--- src/rtl/dsp48_dot_seq_if.sv ---
// Bundle between a host/control block and the dot-product sequencer: the
// request fields, operand-memory read port, DSP control/P path and result.
interface dsp48_dot_seq_if #(
   parameter int LEN_W  = 10,
   parameter int ADDR_W = 10,
   parameter int NBP    = 48
);
   // Request: start/len/base_a/base_b/sub are sampled together on a single
   // start pulse while the sequencer is idle; there is no start-side ready,
   // a start seen while busy is dropped.
   // Result: result_valid rises with result stable and both hold until the
   // cycle after result_valid & result_ready is sampled on a rising edge.
   logic              start;
   logic [LEN_W-1:0]  len;
   logic [ADDR_W-1:0] base_a;
   logic [ADDR_W-1:0] base_b;
   logic              sub;
   logic              busy;
   logic              rd_en;
   logic [ADDR_W-1:0] addr_a;
   logic [ADDR_W-1:0] addr_b;
   logic [4:0]        dsp_mode;
   logic              dsp_ce1;
   logic              dsp_ce2;
   logic              dsp_cem;
   logic              dsp_cep;
   logic [NBP-1:0]    dsp_p;
   logic [NBP-1:0]    result;
   logic              result_valid;
   logic              result_ready;

   modport slave (
      input  start, len, base_a, base_b, sub, dsp_p, result_ready,
      output busy, rd_en, addr_a, addr_b, dsp_mode,
             dsp_ce1, dsp_ce2, dsp_cem, dsp_cep, result, result_valid
   );

   modport master (
      output start, len, base_a, base_b, sub, dsp_p, result_ready,
      input  busy, rd_en, addr_a, addr_b, dsp_mode,
             dsp_ce1, dsp_ce2, dsp_cem, dsp_cep, result, result_valid
   );
endinterface

--- src/rtl/dsp48_dot_seq.sv ---
// Drives a DSP48 slice as a MAC: issues operand addresses, delays the mode so
// the first product clears the accumulator, captures final P and hands it off.
module dsp48_dot_seq #(
   parameter int LEN_W    = 10,
   parameter int ADDR_W   = 10,
   parameter int NBP      = 48,
   parameter int MODE_LAT = 1,
   parameter int DSP_LAT  = 3
) (
   input  logic                 clock,
   input  logic                 reset_n,
   dsp48_dot_seq_if.slave       bus,
   output logic [1:0]           dbg_state_o
);

   typedef enum logic [1:0] {IDLE = 2'd0, ISSUE = 2'd1, DRAIN = 2'd2, HOLD = 2'd3} state_t;

   state_t            state_q, state_d;
   logic [LEN_W-1:0]  len_q, len_d;
   logic [LEN_W-1:0]  cnt_q, cnt_d;
   logic [ADDR_W-1:0] base_a_q, base_a_d;
   logic [ADDR_W-1:0] base_b_q, base_b_d;
   logic              sub_q, sub_d;
   logic [NBP-1:0]    result_q, result_d;
   logic [4:0]        mode_pipe_q [MODE_LAT+1];
   logic [4:0]        mode_issue;
   logic              issue;

   always_ff @(posedge clock or negedge reset_n) begin
      if (!reset_n) begin
         state_q  <= IDLE;
         len_q    <= '0;
         cnt_q    <= '0;
         base_a_q <= '0;
         base_b_q <= '0;
         sub_q    <= 1'b0;
         result_q <= '0;
      end else begin
         state_q  <= state_d;
         len_q    <= len_d;
         cnt_q    <= cnt_d;
         base_a_q <= base_a_d;
         base_b_q <= base_b_d;
         sub_q    <= sub_d;
         result_q <= result_d;
      end
   end

   // cnt_q is the product index k in ISSUE and the P-latency wait in DRAIN.
   always_comb begin
      state_d  = state_q;
      len_d    = len_q;
      cnt_d    = cnt_q;
      base_a_d = base_a_q;
      base_b_d = base_b_q;
      sub_d    = sub_q;
      result_d = result_q;
      case (state_q)
         IDLE: begin
            if (bus.start) begin
               len_d    = bus.len;
               base_a_d = bus.base_a;
               base_b_d = bus.base_b;
               sub_d    = bus.sub;
               cnt_d    = '0;
               if (bus.len == '0) begin
                  result_d = '0;
                  state_d  = HOLD;
               end else begin
                  state_d = ISSUE;
               end
            end
         end
         ISSUE: begin
            if (cnt_q == len_q - LEN_W'(1)) begin
               cnt_d   = '0;
               state_d = DRAIN;
            end else begin
               cnt_d = cnt_q + LEN_W'(1);
            end
         end
         DRAIN: begin
            if (cnt_q == LEN_W'(DSP_LAT)) begin
               result_d = bus.dsp_p;
               state_d  = HOLD;
            end else begin
               cnt_d = cnt_q + LEN_W'(1);
            end
         end
         HOLD: begin
            if (bus.result_ready) state_d = IDLE;
         end
         default: state_d = IDLE;
      endcase
   end

   assign issue      = (state_q == ISSUE);
   assign mode_issue = issue ? {1'b0, (cnt_q == '0) ? 2'b00 : 2'b10, sub_q ? 2'b11 : 2'b00}
                             : 5'b00000;

   // Stage 0 lines up with the operand leaving the memory; stage MODE_LAT is
   // where the slice wants its mode for that operand.
   always_ff @(posedge clock or negedge reset_n) begin
      if (!reset_n) begin
         for (int i = 0; i <= MODE_LAT; i++) mode_pipe_q[i] <= '0;
      end else begin
         mode_pipe_q[0] <= mode_issue;
         for (int i = 1; i <= MODE_LAT; i++) mode_pipe_q[i] <= mode_pipe_q[i-1];
      end
   end

   assign bus.busy         = (state_q != IDLE);
   assign bus.rd_en        = issue;
   assign bus.addr_a       = issue ? base_a_q + ADDR_W'(cnt_q) : '0;
   assign bus.addr_b       = issue ? base_b_q + ADDR_W'(cnt_q) : '0;
   assign bus.dsp_mode     = mode_pipe_q[MODE_LAT];
   assign bus.dsp_ce1      = bus.busy;
   assign bus.dsp_ce2      = bus.busy;
   assign bus.dsp_cem      = bus.busy;
   assign bus.dsp_cep      = issue || (state_q == DRAIN);
   assign bus.result       = result_q;
   assign bus.result_valid = (state_q == HOLD);
   assign dbg_state_o      = state_q;

endmodule

--- src/flat_wrapper.sv ---
// flat-port wrapper written by rule: the top's interface ports become plain ports
module dsp48_dot_seq_flat 
#(
   parameter int LEN_W    = 10,
   parameter int ADDR_W   = 10,
   parameter int NBP      = 48,
   parameter int MODE_LAT = 1,
   parameter int DSP_LAT  = 3
)
  (clock, reset_n, dbg_state_o, bus_start, bus_len, bus_base_a, bus_base_b, bus_sub, bus_dsp_p, bus_result_ready, bus_busy, bus_rd_en, bus_addr_a, bus_addr_b, bus_dsp_mode, bus_dsp_ce1, bus_dsp_ce2, bus_dsp_cem, bus_dsp_cep, bus_result, bus_result_valid);
  dsp48_dot_seq_if #(.LEN_W(LEN_W), .ADDR_W(ADDR_W), .NBP(NBP)) bus_i ();
  input  logic clock;
  input  logic reset_n;
  output logic [1:0] dbg_state_o;
  input wire logic [$bits(bus_i.start)-1:0] bus_start;
  input wire logic [$bits(bus_i.len)-1:0] bus_len;
  input wire logic [$bits(bus_i.base_a)-1:0] bus_base_a;
  input wire logic [$bits(bus_i.base_b)-1:0] bus_base_b;
  input wire logic [$bits(bus_i.sub)-1:0] bus_sub;
  input wire logic [$bits(bus_i.dsp_p)-1:0] bus_dsp_p;
  input wire logic [$bits(bus_i.result_ready)-1:0] bus_result_ready;
  output wire logic [$bits(bus_i.busy)-1:0] bus_busy;
  output wire logic [$bits(bus_i.rd_en)-1:0] bus_rd_en;
  output wire logic [$bits(bus_i.addr_a)-1:0] bus_addr_a;
  output wire logic [$bits(bus_i.addr_b)-1:0] bus_addr_b;
  output wire logic [$bits(bus_i.dsp_mode)-1:0] bus_dsp_mode;
  output wire logic [$bits(bus_i.dsp_ce1)-1:0] bus_dsp_ce1;
  output wire logic [$bits(bus_i.dsp_ce2)-1:0] bus_dsp_ce2;
  output wire logic [$bits(bus_i.dsp_cem)-1:0] bus_dsp_cem;
  output wire logic [$bits(bus_i.dsp_cep)-1:0] bus_dsp_cep;
  output wire logic [$bits(bus_i.result)-1:0] bus_result;
  output wire logic [$bits(bus_i.result_valid)-1:0] bus_result_valid;
  assign bus_i.start = bus_start;
  assign bus_i.len = bus_len;
  assign bus_i.base_a = bus_base_a;
  assign bus_i.base_b = bus_base_b;
  assign bus_i.sub = bus_sub;
  assign bus_i.dsp_p = bus_dsp_p;
  assign bus_i.result_ready = bus_result_ready;
  assign bus_busy = bus_i.busy;
  assign bus_rd_en = bus_i.rd_en;
  assign bus_addr_a = bus_i.addr_a;
  assign bus_addr_b = bus_i.addr_b;
  assign bus_dsp_mode = bus_i.dsp_mode;
  assign bus_dsp_ce1 = bus_i.dsp_ce1;
  assign bus_dsp_ce2 = bus_i.dsp_ce2;
  assign bus_dsp_cem = bus_i.dsp_cem;
  assign bus_dsp_cep = bus_i.dsp_cep;
  assign bus_result = bus_i.result;
  assign bus_result_valid = bus_i.result_valid;
  dsp48_dot_seq #(.LEN_W(LEN_W), .ADDR_W(ADDR_W), .NBP(NBP), .MODE_LAT(MODE_LAT), .DSP_LAT(DSP_LAT)) u_core (.clock(clock), .reset_n(reset_n), .bus(bus_i), .dbg_state_o(dbg_state_o));
endmodule
--- config.mk ---
export PLATFORM = sky130hd
export DESIGN_NAME = dsp48_dot_seq_flat
export DESIGN_NICKNAME = d
export VERILOG_FILES = /design/src/rtl/dsp48_dot_seq_if.sv /design/src/rtl/dsp48_dot_seq.sv /design/src/flat_wrapper.sv
export SDC_FILE = /design/constraint.sdc
export NUM_CORES = 1
export LEC_CHECK = 0
export CAP_MARGIN = 20
export CORE_AREA = 2 2 114 116
export CTS_CLUSTER_SIZE = 30
export DETAILED_ROUTE_END_ITERATION = 7
export DIE_AREA = 0 0 116 118
export HOLD_SLACK_MARGIN = 0.05
export PLACE_DENSITY = 0.76
export SLEW_MARGIN = 40
export SYNTH_ARGS = -nofsm -noshare
export SYNTH_HDL_FRONTEND = slang
export SYNTH_SLANG_ARGS = --single-unit
--- constraint.sdc ---
create_clock -name clock -period 2.4 [get_ports clock]
set_input_delay 0.36 -clock clock [delete_from_list [all_inputs] [get_ports clock]]
set_output_delay 0.36 -clock clock [all_outputs]
set_load 0.01 [all_outputs]
# ---- Yosys cells after proc, flatten, opt, wreduce, memory -nomap -nowiden
# Cells that the tools add are included.
dict set report word_totals {
  word_cells 54
  regBits 101
}
dict set report op_classes {
  eq_ne 11
  reduce_logical 11
  muxes 19
  add_sub_neg 4
}
# op n
set ops {}
lappend ops {{$mux 48} 3}
lappend ops {{$pmux 48 s2} 1}
lappend ops {{$mux 10} 5}
lappend ops {{$pmux 10 s3} 1}
lappend ops {{$add 10x10->10} 2}
lappend ops {{$logic_not 10->1} 2}
lappend ops {{$mux 2} 7}
lappend ops {{$add 10x1->10 const B} 1}
lappend ops {{$eq 10x10->1} 1}
lappend ops {{$eq 10x2->1 const B} 1}
lappend ops {{$sub 10x1->10 const B} 1}
lappend ops {{$ne 2x2->1 const B} 4}
lappend ops {{$pmux 2 s4} 1}
lappend ops {{$reduce_and 4->1} 2}
lappend ops {{$eq 2x2->1 const B} 2}
lappend ops {{$mux 4} 1}
lappend ops {{$ne 2x1->1 const B} 2}
lappend ops {{$reduce_bool 2->1} 2}
lappend ops {{$reduce_and 3->1} 1}
lappend ops {{$reduce_bool 3->1} 1}
lappend ops {{$eq 2x1->1 const B} 1}
lappend ops {{$logic_not 2->1} 1}
lappend ops {{$reduce_and 2->1} 1}
lappend ops {{$logic_or 1x1->1} 1}

# ---- Longest topological paths before layout
dict set report depth {
  word_depth 4
  depth_mapped 11
  ltp_nobuf 9
}

# ---- Least setup slack after synthesis
# Ideal clock, no wire load.
dict set report synth_timing {
  kind {reg-to-output}
  start {reg u_core.cnt_q[0]}
  end {out bus_addr_b[8]}
  slack_ps -223
  required_ps 2040
  path_stages_with_launch 10
  arrival_ps 2263
  path_cell_list {dfrtp_1 ha_1 fa_1 a21o_1 a21oi_1 nor2b_1 o21a_1 o41a_1 xor2_1 and2_1}
}
dict set report synth_via {
  elab_chain_cells 2
}
# item line_no
set synth_lines {}
lappend synth_lines {{start, declared} dsp48_dot_seq.sv:20} ;# logic [LEN_W-1:0] cnt_q, cnt_d;
lappend synth_lines {{start signal, assigned} dsp48_dot_seq.sv:41} ;# cnt_q <= cnt_d;
lappend synth_lines {{$add 10x10->10} dsp48_dot_seq.sv:115} ;# assign bus.addr_b = issue ? base_b_q + ADDR_W'(cnt_q) : '0;
lappend synth_lines {{$mux 10} dsp48_dot_seq.sv:115}
lappend synth_lines {{end, declared} flat_wrapper.sv:25} ;# output wire logic [$bits(bus_i.addr_b)-1:0] bus_addr_b;
# No other way between the ends.

# ---- Final worst setup path
# Ends and elaborated chain as after synthesis.

==> flow_metrics.py <==
metrics = {
    "sta": {
        "final_hold_viol_count": 0,
        "finClkSkew_ns": 0.00744,
        "postLayoutSetupSlackWorst_ns": -0.700,
        "finalCritPeriodShare": 1.29,
        "setup_viol": 21,
        "rsz0062_at_grt": "yes",
        "drv_slew": 0,
        "finalCriticalPeriod_ns": 3.10,
        "worst_pin_slew_ns": 0.798,
        "max_freq_mhz": 323,
        "timing.slew.headroom": 0.464,
    },
    "layout": {
        "drive_gt1_frac": 0.337,
        "seq_area_um2": 2380,
        "fillers": 909,
        "syn_to_final_growth_pct": 66.5,
        "diodes": 0,
        "multi_input_area_um2": 3020,
        "final_cell_mix": "clkdlybuf4s50_1 (142), dfrtp_1 (92), buf_4 (68)",
        "finalCoreUtilization": 0.699,
        "nets": 880,
        "layout_commonest_cell": "clkdlybuf4s50_1",
    },
    "synthesis": {
        "synth.avg_cell_area_um2": 9.74,
        "ys_ff_latch": 95,
        "synth_edf_count": 0,
        "ys_types": 48,
        "ys_warn_count": 0,
        "synthCells": 535,
        "yosysSeqAreaShare": 0.456,
        "ys_async_sr_fraction": 1.00,
        "synthFlopType": "dfrtp_1",
        "synthesis.area_um2": 5210,
    },
    "placement": {
        "dpl.hpwl_um": 11000,
        "gp_congestion": 0.859,
        "numPortBuffers": 162,
        "place_ws_ns": -0.664,
    },
    "clocking": {
        "htree_levels": 3,
        "path_clk_slew_ns": 0.06,
        "cts_tree": "yes",
        "clockRootBuffer": "clkbuf_16",
        "clock-sinks": 95,
        "clock_latency_ns": 0.35,
        "clockBufferDepth": 2,
        "cts_made_buffers": 9,
    },
    "drt": {
        "detail_route.wl_per_cell_um": 16.8,
        "drtAntennaViolNets": 0,
        "avgViaCountPerCell": 5.09,
        "via_count": 4816,
        "drtPass1Iterations": 4,
        "drtIter0Drc": 226,
        "drcViolationCount": 0,
        "wl_um": 15900,
    },
    "die": {
        "ios": 165,
        "fp.dieH_um": 118,
        "die_w_um": 116,
        "initial_core_util": 0.420,
        "dieArea_um2": 13700,
        "core-area_um2": 12400,
        "row_count": 41,
    },
    "critical_path": {
        "critPathKind": "register to output pin",
        "critPathLaunchType": "register",
        "reg2reg_to": "u_core.cnt_q[5]",
        "worstPathRequired_ns": 2.04,
        "reg2reg_from": "u_core.cnt_q[0]",
        "reg2reg_depth": 8,
        "cp-end-kind": "output pin",
        "regToRegSetupSlack_ns": -0.16,
        "crit_fanout": 2,
        "arrival_ns": 2.74,
    },
    "flow_run": {
        "max_cap_violations": 0,
    },
    "worst_hold_path": {
        "hp-class": "register to register",
        "whs_endpoint": "u_core.bus.dsp_mode[1]",
        "hold-path-cell-count": 0,
        "hp-start": "u_core.mode_pipe_q[6]",
    },
    "pwr": {
        "power_per_cell_area_nw_per_um2": 1140,
        "p_leak_nw": 3.76,
        "peakVddDrop_mv": 0.625,
    },
    "grt": {
        "grt_max_degree": 57,
        "grt_pass1_wl_um": 24600,
        "first_global_vias": 5014,
        "overflow": 0,
        "grt.total_usage": 0.230,
        "antenna_found_initial": 0,
    },
    "run_status": {
        "violations": "negative setup slack",
        "outcome": "finished, violations left",
    },
}
[metrics by stage]
step	instance area (um2)	total power, mW	std cells	hold slack, ns	TNS [ns]
after floorplan	5270	5.10	536	0.0644	-0.149
after detailed placement	7500	7.50	900	0.335	-15.71
after CTS	8140	9.31	937	0.350	-6.08
final	8670	9.89	947	0.349	-6.19
after global placement	7500	7.30	900	0.336	-12.27
after global routing	8670	10.5	947	0.358	-8.57
[synth_stat cells, types with 4 or more instances]
| master | instances | area (um2) |
|---|---|---|
| o21a_1 | 4 | 30.0 |
| ha_1 | 25 | 313 |
| nand2_1 | 13 | 48.8 |
| or3_1 | 5 | 31.3 |
| buf_2 | 5 | 25.0 |
| xnor2_1 | 22 | 193 |
| xor2_1 | 9 | 78.8 |
| buf_4 | 8 | 60.1 |
| a22o_1 | 6 | 52.6 |
| clkbuf_1 | 19 | 71.3 |
| mux2_2 | 31 | 349 |
| nor2b_1 | 5 | 31.3 |
| a21oi_1 | 11 | 55.1 |
| nand3_1 | 55 | 275 |
| nor3_1 | 8 | 40.0 |
| and2_1 | 21 | 131 |
| inv_1 | 57 | 214 |
| nor2_1 | 27 | 101 |
| a21o_1 | 8 | 60.1 |
| o21ai_0 | 56 | 280 |
| dfrtp_1 | 95 | 2380 |
[flip-flops by register name (all words and copies together) (netlist names)]
signal	flops
u_core.bus.result	48
u_core.mode_pipe_q	2
u_core.cnt_q	10
u_core.base_b_q	10
u_core.base_a_q	10
u_core.bus.dsp_mode	2
u_core.len_q	10
u_core.dbg_state_o	2
u_core.sub_q	1
[worst max-delay path by stage]
stage,startpoint,to,slack (ns),cells after the start
2_1_floorplan,u_core.cnt_q[0],bus_addr_b[8],-0.07,9
3_3_place_gp,u_core.cnt_q[0],bus_addr_a[8],-0.58,10
3_5_place_dp,u_core.cnt_q[0],bus_addr_a[8],-0.66,10
4_1_cts,u_core.cnt_q[0],bus_addr_a[8],-0.79,11
5_1_grt,u_core.cnt_q[0],bus_addr_a[8],-0.78,11
6_report,u_core.cnt_q[0],bus_addr_b[8],-0.70,11
[critical path, cell delays in order (launching register included)]
cell and delay [ns]:
dfrtp_2 0.41, buf_4 0.15, ha_4 0.16, fa_2 0.34, a21o_1 0.18, a21oi_2 0.17, nor2b_1 0.06, o21a_1 0.18
o41a_1 0.34, xor2_1 0.15, and2_4 0.15, buf_6 0.11
[cells by family (layout without fill, tap and decap cells)]
kind of cell             Yosys count  in the layout  synth area share
AND/OR/NAND/NOR                  154            154             0.154
flip-flops                        95             95             0.456
AO/OA/AOI/OAI                    104            104             0.127
other                              1              2          0.000720
buffers and inverters             90            329            0.0718
multiplexers                      33             33            0.0708
XOR/XNOR                          31             31            0.0521
adder cells (fa/ha/maj)           27             27            0.0677
[metal layers]
| layer | wire (um) | GRT usage | share of wire |
|---|---|---|---|
| met1 | 6100 | 0.262 | 0.38 |
| met2 | 8030 | 0.391 | 0.50 |
| met4 | 403 | 0.0967 | 0.025 |
| met3 | 1400 | 0.0747 | 0.088 |
| met5 | 0 | 0 | 0 |
[layout make-up]
cell class                 instances  area share
clock buffer                      12      0.0296
clock inverter                     4     0.00620
inverter                          57      0.0250
multi-input combinational        351       0.349
sequential                        95       0.275
tap                              172      0.0248
timing repair buffer             256       0.291
[report_power, final]
group          switching [mW]  internal, mW
combinational            2.59          3.13
clock                   0.610         0.867
sequential              0.457          2.24
total                    3.66          6.24
[what timing repair did]
item | CTS | global route
endpoints found under the hold margin | 39 | 0
hold buffers | 1 | 0
buffers inserted | 22 | 7
setup endpoints to repair | 78 | 77
gates cloned | 1 | 4
pin swaps | 31 | 41
resized for setup | 93 | 130
(Power assumes the default switching activity.)
